<file path="config.mk">
export PLATFORM = sky130hd
export DESIGN_NAME = ddr_wr_arbiter_rr
export DESIGN_NICKNAME = d
export VERILOG_FILES = /design/src/rtl/ddr_wr_arbiter_rr.sv
export SDC_FILE = /design/constraint.sdc
export NUM_CORES = 1
export LEC_CHECK = 0
export BUFFER_PORTS_ARGS = -buffer_cell sky130_fd_sc_hd__buf_2
export CORE_AREA = 10 10 314 316
export DETAILED_ROUTE_END_ITERATION = 8
export DIE_AREA = 0 0 324 326
export PLACE_DENSITY_LB_ADDON = 0.12
export SETUP_SLACK_MARGIN = 0.15
export SLEW_MARGIN = 30
export SYNTH_ARGS = -nofsm -noshare
export SYNTH_HDL_FRONTEND = slang
export SYNTH_SLANG_ARGS = --single-unit
</file>
<file path="constraint.sdc">
create_clock -name i_clk -period 4.45 [get_ports i_clk]
set_input_delay 0.89 -clock i_clk [delete_from_list [all_inputs] [get_ports i_clk]]
set_output_delay 0.89 -clock i_clk [all_outputs]
set_load 0.02 [all_outputs]
</file>
<file path="src/rtl/ddr_wr_arbiter_rr.sv">
// N-channel DDR write arbiter: grants one peripheral at a time (fixed priority or round-robin)
// and issues a single AXI4 write burst of BURST_NUM+1 beats on its behalf.
module ddr_wr_arbiter_rr #(
    parameter int unsigned DEVICE_NUM      = 4,
    parameter int unsigned MEM_DQ_WIDTH    = 16,
    parameter int unsigned BURST_LENGTH    = 8,
    parameter int unsigned CTRL_ADDR_WIDTH = 28,
    parameter int unsigned BURST_WIDTH     = 4,
    parameter int unsigned BURST_NUM       = 15,
    parameter int unsigned ARB_MODE        = 1,
    localparam int unsigned DATA_W         = MEM_DQ_WIDTH * BURST_LENGTH
) (
    input  logic                                  i_clk,
    input  logic                                  i_rstn,
    input  logic                                  i_init_ack,
    input  logic [DEVICE_NUM-1:0]                 i_ch_en,
    input  logic [DEVICE_NUM-1:0]                 i_mbus_wrq,
    input  logic [DEVICE_NUM*CTRL_ADDR_WIDTH-1:0] i_mbus_waddr,
    input  logic [DEVICE_NUM*DATA_W-1:0]          i_mbus_wdata,
    input  logic [DEVICE_NUM-1:0]                 i_mbus_wready,
    output logic                                  o_mbus_wdata_rq,
    output logic                                  o_mbus_wbusy,
    output logic [DEVICE_NUM-1:0]                 o_mbus_wsel,
    output logic [CTRL_ADDR_WIDTH-1:0]            o_axi_awaddr,
    output logic [BURST_WIDTH-1:0]                o_axi_awlen,
    output logic                                  o_axi_awvalid,
    input  logic                                  i_axi_awready,
    output logic [DATA_W-1:0]                     o_axi_wdata,
    output logic [DATA_W/8-1:0]                   o_axi_wstrb,
    output logic                                  o_axi_wlast,
    output logic                                  o_axi_wvalid,
    input  logic                                  i_axi_wready
);
    localparam int unsigned IDX_W = (DEVICE_NUM > 1) ? $clog2(DEVICE_NUM) : 1;
    localparam logic [DEVICE_NUM-1:0] ONE_HOT0 = DEVICE_NUM'(1);

    typedef enum logic [1:0] {StIdle, StAw, StW, StDone} state_e;

    state_e                     state_q, state_d;
    logic [IDX_W-1:0]           gnt_q, last_q, pick;
    logic [CTRL_ADDR_WIDTH-1:0] awaddr_q;
    logic [DEVICE_NUM-1:0]      wsel_q, elig;
    logic                       wbusy_q, wdata_rq_q;
    logic [BURST_WIDTH-1:0]     beat_q;
    logic                       in_w, aw_hs, w_hs, grant;

    assign elig  = i_mbus_wrq & i_ch_en;
    assign grant = (state_q == StIdle) && i_init_ack && (|elig);

    always_comb begin
        int   k;
        logic found;
        pick  = '0;
        k     = 0;
        found = 1'b0;
        if (ARB_MODE == 0) begin
            for (int i = int'(DEVICE_NUM) - 1; i >= 0; i--) begin
                if (elig[i]) pick = IDX_W'(i);
            end
        end else begin
            // Scan starts just after the last served channel, wrapping at DEVICE_NUM.
            for (int i = 0; i < int'(DEVICE_NUM); i++) begin
                k = int'(last_q) + 1 + i;
                if (k >= int'(DEVICE_NUM)) k = k - int'(DEVICE_NUM);
                if (!found && elig[k]) begin
                    pick  = IDX_W'(k);
                    found = 1'b1;
                end
            end
        end
    end

    assign in_w            = (state_q == StW);
    assign o_axi_awvalid   = (state_q == StAw);
    assign o_axi_wvalid    = in_w & i_mbus_wready[gnt_q];
    assign o_axi_wdata     = in_w ? i_mbus_wdata[gnt_q*DATA_W +: DATA_W] : '0;
    assign o_axi_wlast     = in_w && (beat_q == BURST_WIDTH'(BURST_NUM));
    assign o_axi_awlen     = BURST_WIDTH'(BURST_NUM);
    assign o_axi_wstrb     = '1;
    assign o_axi_awaddr    = awaddr_q;
    assign o_mbus_wsel     = wsel_q;
    assign o_mbus_wbusy    = wbusy_q;
    assign o_mbus_wdata_rq = wdata_rq_q;
    assign aw_hs           = o_axi_awvalid & i_axi_awready;
    assign w_hs            = o_axi_wvalid & i_axi_wready;

    always_comb begin
        state_d = state_q;
        case (state_q)
            StIdle:  if (grant) state_d = StAw;
            StAw:    if (aw_hs) state_d = StW;
            StW:     if (w_hs && o_axi_wlast) state_d = StDone;
            StDone:  state_d = StIdle;
            default: state_d = StIdle;
        endcase
    end

    always_ff @(posedge i_clk or negedge i_rstn) begin
        if (!i_rstn) begin
            state_q    <= StIdle;
            gnt_q      <= '0;
            last_q     <= IDX_W'(DEVICE_NUM - 1);
            awaddr_q   <= '0;
            wsel_q     <= '0;
            wbusy_q    <= 1'b0;
            wdata_rq_q <= 1'b0;
            beat_q     <= '0;
        end else begin
            state_q <= state_d;
            if (grant) begin
                gnt_q    <= pick;
                awaddr_q <= i_mbus_waddr[pick*CTRL_ADDR_WIDTH +: CTRL_ADDR_WIDTH];
                wsel_q   <= ONE_HOT0 << pick;
                wbusy_q  <= 1'b1;
            end
            if (aw_hs) begin
                beat_q     <= '0;
                wdata_rq_q <= 1'b1;
            end
            if (w_hs) beat_q <= beat_q + BURST_WIDTH'(1);
            if (state_q == StDone) begin
                wdata_rq_q <= 1'b0;
                wsel_q     <= '0;
                wbusy_q    <= 1'b0;
                last_q     <= gnt_q;
            end
        end
    end
endmodule
</file>
==> flow_summary.json <==
{
  "run_status": "finished, final reports clean",
  "clock_latency_ns": 0.31,
  "multiInputGateArea_mm2": 0.00521,
  "clockBufferDepth": 2,
  "synth_xor_area_share_pct": 0.131,
  "most_common_cell_in_the_netlist": "sky130_fd_sc_hd__and2_1",
  "post_synth_main_area_contributors": "sky130_fd_sc_hd__mux4_2 43%, sky130_fd_sc_hd__dfrtp_1 16%, sky130_fd_sc_hd__and2_1 12%",
  "ys_types": 47,
  "io-pin-count": 826,
  "relSlewSlack_pct": 44.7,
  "wirelength_mm": 70.4,
  "final.min_clock_period_ns": 3.36,
  "share_comb_of_total_power_pct": 79.4,
  "yosysSeqAreaShare_pct": 16.5,
  "cts_inserted_buffers": 5,
  "power.share.sequential_pct": 13.1,
  "setup_repair_after_global_routing_missed_its_margin": "no",
  "cts.htree.levels": 2,
  "main_combinational_cell_family_by_area_after_synthesis": "multiplexers",
  "synthesis.yosys.warnings": 0,
  "cts_tree": "built",
  "dp_hpwl_mm": 63.6,
  "number_of_sinks_handled_by_clock_tree_synthesis": 44,
  "vias_per_cell": 3.46,
  "place_area_mm2": 0.0121,
  "post_cts_resize_count": 0,
  "grt_antenna_before_repair": 66,
  "wl_per_cell_um": 27.4,
  "detailedRoute.firstIterationViolations": 308,
  "fp.dieArea_mm2": 0.106,
  "layout_area_growth_over_synthesis_pct": 84.7,
  "ff_latch_area_mm2": 0.00111,
  "synth_mux_area_share_pct": 48.8,
  "critical-path-slowest-cell": "sky130_fd_sc_hd__dfrtp_4",
  "yosys.area_share.adder_pct": 0.937,
  "maxCapViolCount": 0,
  "category_of_the_worst_setup_path_launch_point": "flip-flop",
  "timing.clock.skew_ns": 0.0170,
  "critical-path-max-stage-delay_ns": 0.85,
  "postSynthRegisterBits": 44,
  "hold_viol_final": 0,
  "synth_area_mm2": 0.00668,
  "power-per-cell-area_mw_per_mm2": 521,
  "post_synthesis_mean_instance_area_um2": 11.5,
  "crit_path_cell_trace": "buf_12, mux4_2, and2_1, buf_2",
  "synth_compound_area_share_pct": 9.82,
  "grt_start_max_net_pins": 75,
  "place.detailed.instances": 2541,
  "critPathTopFamily": "flip-flops",
  "io_buffer_count": 805,
  "min-delay-start": "o_axi_awaddr[3]",
  "critical_path_buf_inv_count": 2,
  "grt_pass1_vias": 9859,
  "gr-total-overflow": 0,
  "worst-setup-path-type": "flip-flop to primary output",
  "worstMarginPinSlew_ns": 0.829,
  "worstPathArrival_ns": 2.47,
  "post-cts-setup-buffers": 0,
  "drive_above_1_share_pct": 73.5,
  "postCtsHoldBufs": 0,
  "total_number_of_vias": 8881,
  "stdcell_count": 2568,
  "dieWidth_um": 324,
  "chipHeight_um": 326,
  "setup_violations": 0,
  "core_area_mm2": 0.0925,
  "drtPass1Iterations": 5,
  "yosys.area_share.simple_pct": 16.9,
  "endpoint_kind": "primary output",
  "timing_max_transition_violations_final": 0,
  "final_wtd_congestion": 0.939,
  "filler_cell_count": 10800,
  "peakVddDrop_v": 0.000181,
  "finalInstanceArea_mm2": 0.0123,
  "crit_path_start": "gnt_q[1]",
  "worst-endpoint-required_ns": 3.56,
  "start_util_pct": 7.22,
  "regToRegStartpoint": "last_q[1]",
  "clock_input_transition_at_the_sequential_cells_of_the_worst_setup_and_hold_paths_ns": 0.09,
  "netlist.top_cell.by_area": "sky130_fd_sc_hd__mux4_2",
  "synthDominantCellAreaShare_pct": 43.5,
  "p_int_mw": 3.06,
  "timing.setup.tns_ns": 0,
  "synth_commonest_cells": "131 x sky130_fd_sc_hd__and2_1, 129 x sky130_fd_sc_hd__mux4_2, 42 x sky130_fd_sc_hd__dfrtp_1, 34 x sky130_fd_sc_hd__clkbuf_1, 32 x sky130_fd_sc_hd__mux2i_1",
  "finalNetCount": 1997,
  "ys_async_sr_fraction_pct": 100,
  "ys.flop_type": "sky130_fd_sc_hd__dfrtp_1",
  "root_buffer": "sky130_fd_sc_hd__clkbuf_16",
  "timing.final.crit_share_pct": 75.6,
  "power_switching_mw": 3.36,
  "fmax_ghz": 0.297,
  "route.detailed.drc": 0,
  "post_detailed_route_count_of_antenna_violating_nets": 0,
  "hold_path_class": "flip-flop to flip-flop",
  "p_sw_share_pct": 52.4,
  "postSynthCellCount": 579,
  "placementRows": 112,
  "total_routing_usage_gr_pct": 12.5,
  "p_leak_nw": 5.82,
  "path_max_fanout": 44,
  "grt_first_pass_wirelength_mm": 91.3,
  "p_clk_share_pct": 7.5,
  "synth_enable_flop_cells": 0
}
[worst register-to-register path: stages, from the launching register on]
cell	delay, ns
sky130_fd_sc_hd__dfstp_2	0.68
sky130_fd_sc_hd__and3b_1	0.23
sky130_fd_sc_hd__o22ai_1	0.10
sky130_fd_sc_hd__a211o_2	0.70
sky130_fd_sc_hd__buf_4	0.34
sky130_fd_sc_hd__mux2i_1	0.26
sky130_fd_sc_hd__o22ai_2	0.10
[kinds of logic (layout without fill, tap and decap cells)]
| group | after synthesis | count (layout) |
|---|---|---|
| AO/OA/AOI/OAI | 77 | 77 |
| XOR/XNOR | 1 | 1 |
| adder cells (fa/ha/maj) | 5 | 5 |
| buffers and inverters | 87 | 841 |
| flip-flops | 44 | 44 |
| multiplexers | 164 | 164 |
| other | 1 | 39 |
| AND/OR/NAND/NOR | 200 | 200 |
[stage by stage]
stage               utilization [%]  hold slack [ns]  power [mW]  setup slack, ns
CTS                            13.3            0.492        6.66             1.01
finish                         13.3            0.483        6.42             1.09
global placement               13.1            0.470        6.14             1.38
global route                   13.3            0.518        6.91            0.951
floorplan                         -            0.487        3.94             1.85
detailed placement             13.1            0.472        6.13             1.39
[placed cells by master (no fill, tap or decap), types with 5 or more instances in the layout]
master                      instances
sky130_fd_sc_hd__diode_2           19
sky130_fd_sc_hd__nor2_1            29
sky130_fd_sc_hd__buf_12             5
sky130_fd_sc_hd__o21ai_0            6
sky130_fd_sc_hd__conb_1            20
sky130_fd_sc_hd__buf_2            805
sky130_fd_sc_hd__buf_4             20
sky130_fd_sc_hd__mux4_2           129
sky130_fd_sc_hd__o22ai_1           16
sky130_fd_sc_hd__a221oi_1          24
sky130_fd_sc_hd__and2_1           131
sky130_fd_sc_hd__mux2i_1           32
sky130_fd_sc_hd__dfrtp_1           40
sky130_fd_sc_hd__nand2_1           18
sky130_fd_sc_hd__nand3_1            8
sky130_fd_sc_hd__o22ai_2            9
sky130_fd_sc_hd__clkbuf_16          5
[power by group through the flow]
| stage | clock network, mW | registers, mW | logic (mW) |
|---|---|---|---|
| floorplan | 0 | 0.873 | 3.07 |
| CTS | 0.517 | 0.864 | 5.28 |
| detailed placement | 0 | 0.865 | 5.26 |
| finish | 0.484 | 0.841 | 5.10 |
| global route | 0.523 | 0.886 | 5.50 |
| global placement | 0 | 0.863 | 5.28 |
[final timing paths]
| kind | to | slack (ns) | cells after the start |
|---|---|---|---|
| setup reg to reg | o_axi_awaddr[17] | 1.89 | 6 |
| hold / removal | o_axi_awaddr[3] | 0.48 | 2 |
| min in group asynchronous | o_axi_awaddr[8] | 0.51 | 1 |
| setup / recovery | o_axi_wdata[109] | 1.09 | 4 |
| max in group asynchronous | last_q[0] | 3.09 | 2 |
| hold reg to reg | o_axi_awaddr[3] | 0.48 | 2 |
[per-layer routing]
metal	GRT usage [%]	share of wire, %	up-vias
li1	-	-	3828
met1	13.2	35	4367
met2	23.0	51	541
met3	5.14	11	103
met4	2.15	1.8	42
met5	0	0.39	-
[layout make-up]
class                           count  area share, %
Antenna cell                       19          0.385
Clock buffer                        6           1.13
Inverter                            3         0.0913
Multi-Input combinational cell    467           42.2
Sequential cell                    44           9.01
Timing Repair Buffer              830           34.7
Clock inverter                      2          0.314
Tap cell                         1197           12.1
[state kept, by name, indices dropped and copies added (netlist names)]
name	count
o_mbus_wbusy	1
gnt_q	2
o_mbus_wsel	4
o_mbus_wdata_rq	1
last_q	2
beat_q	4
o_axi_awaddr	28
state_q	2
Note: power is estimated with default switching activity, not from simulation.
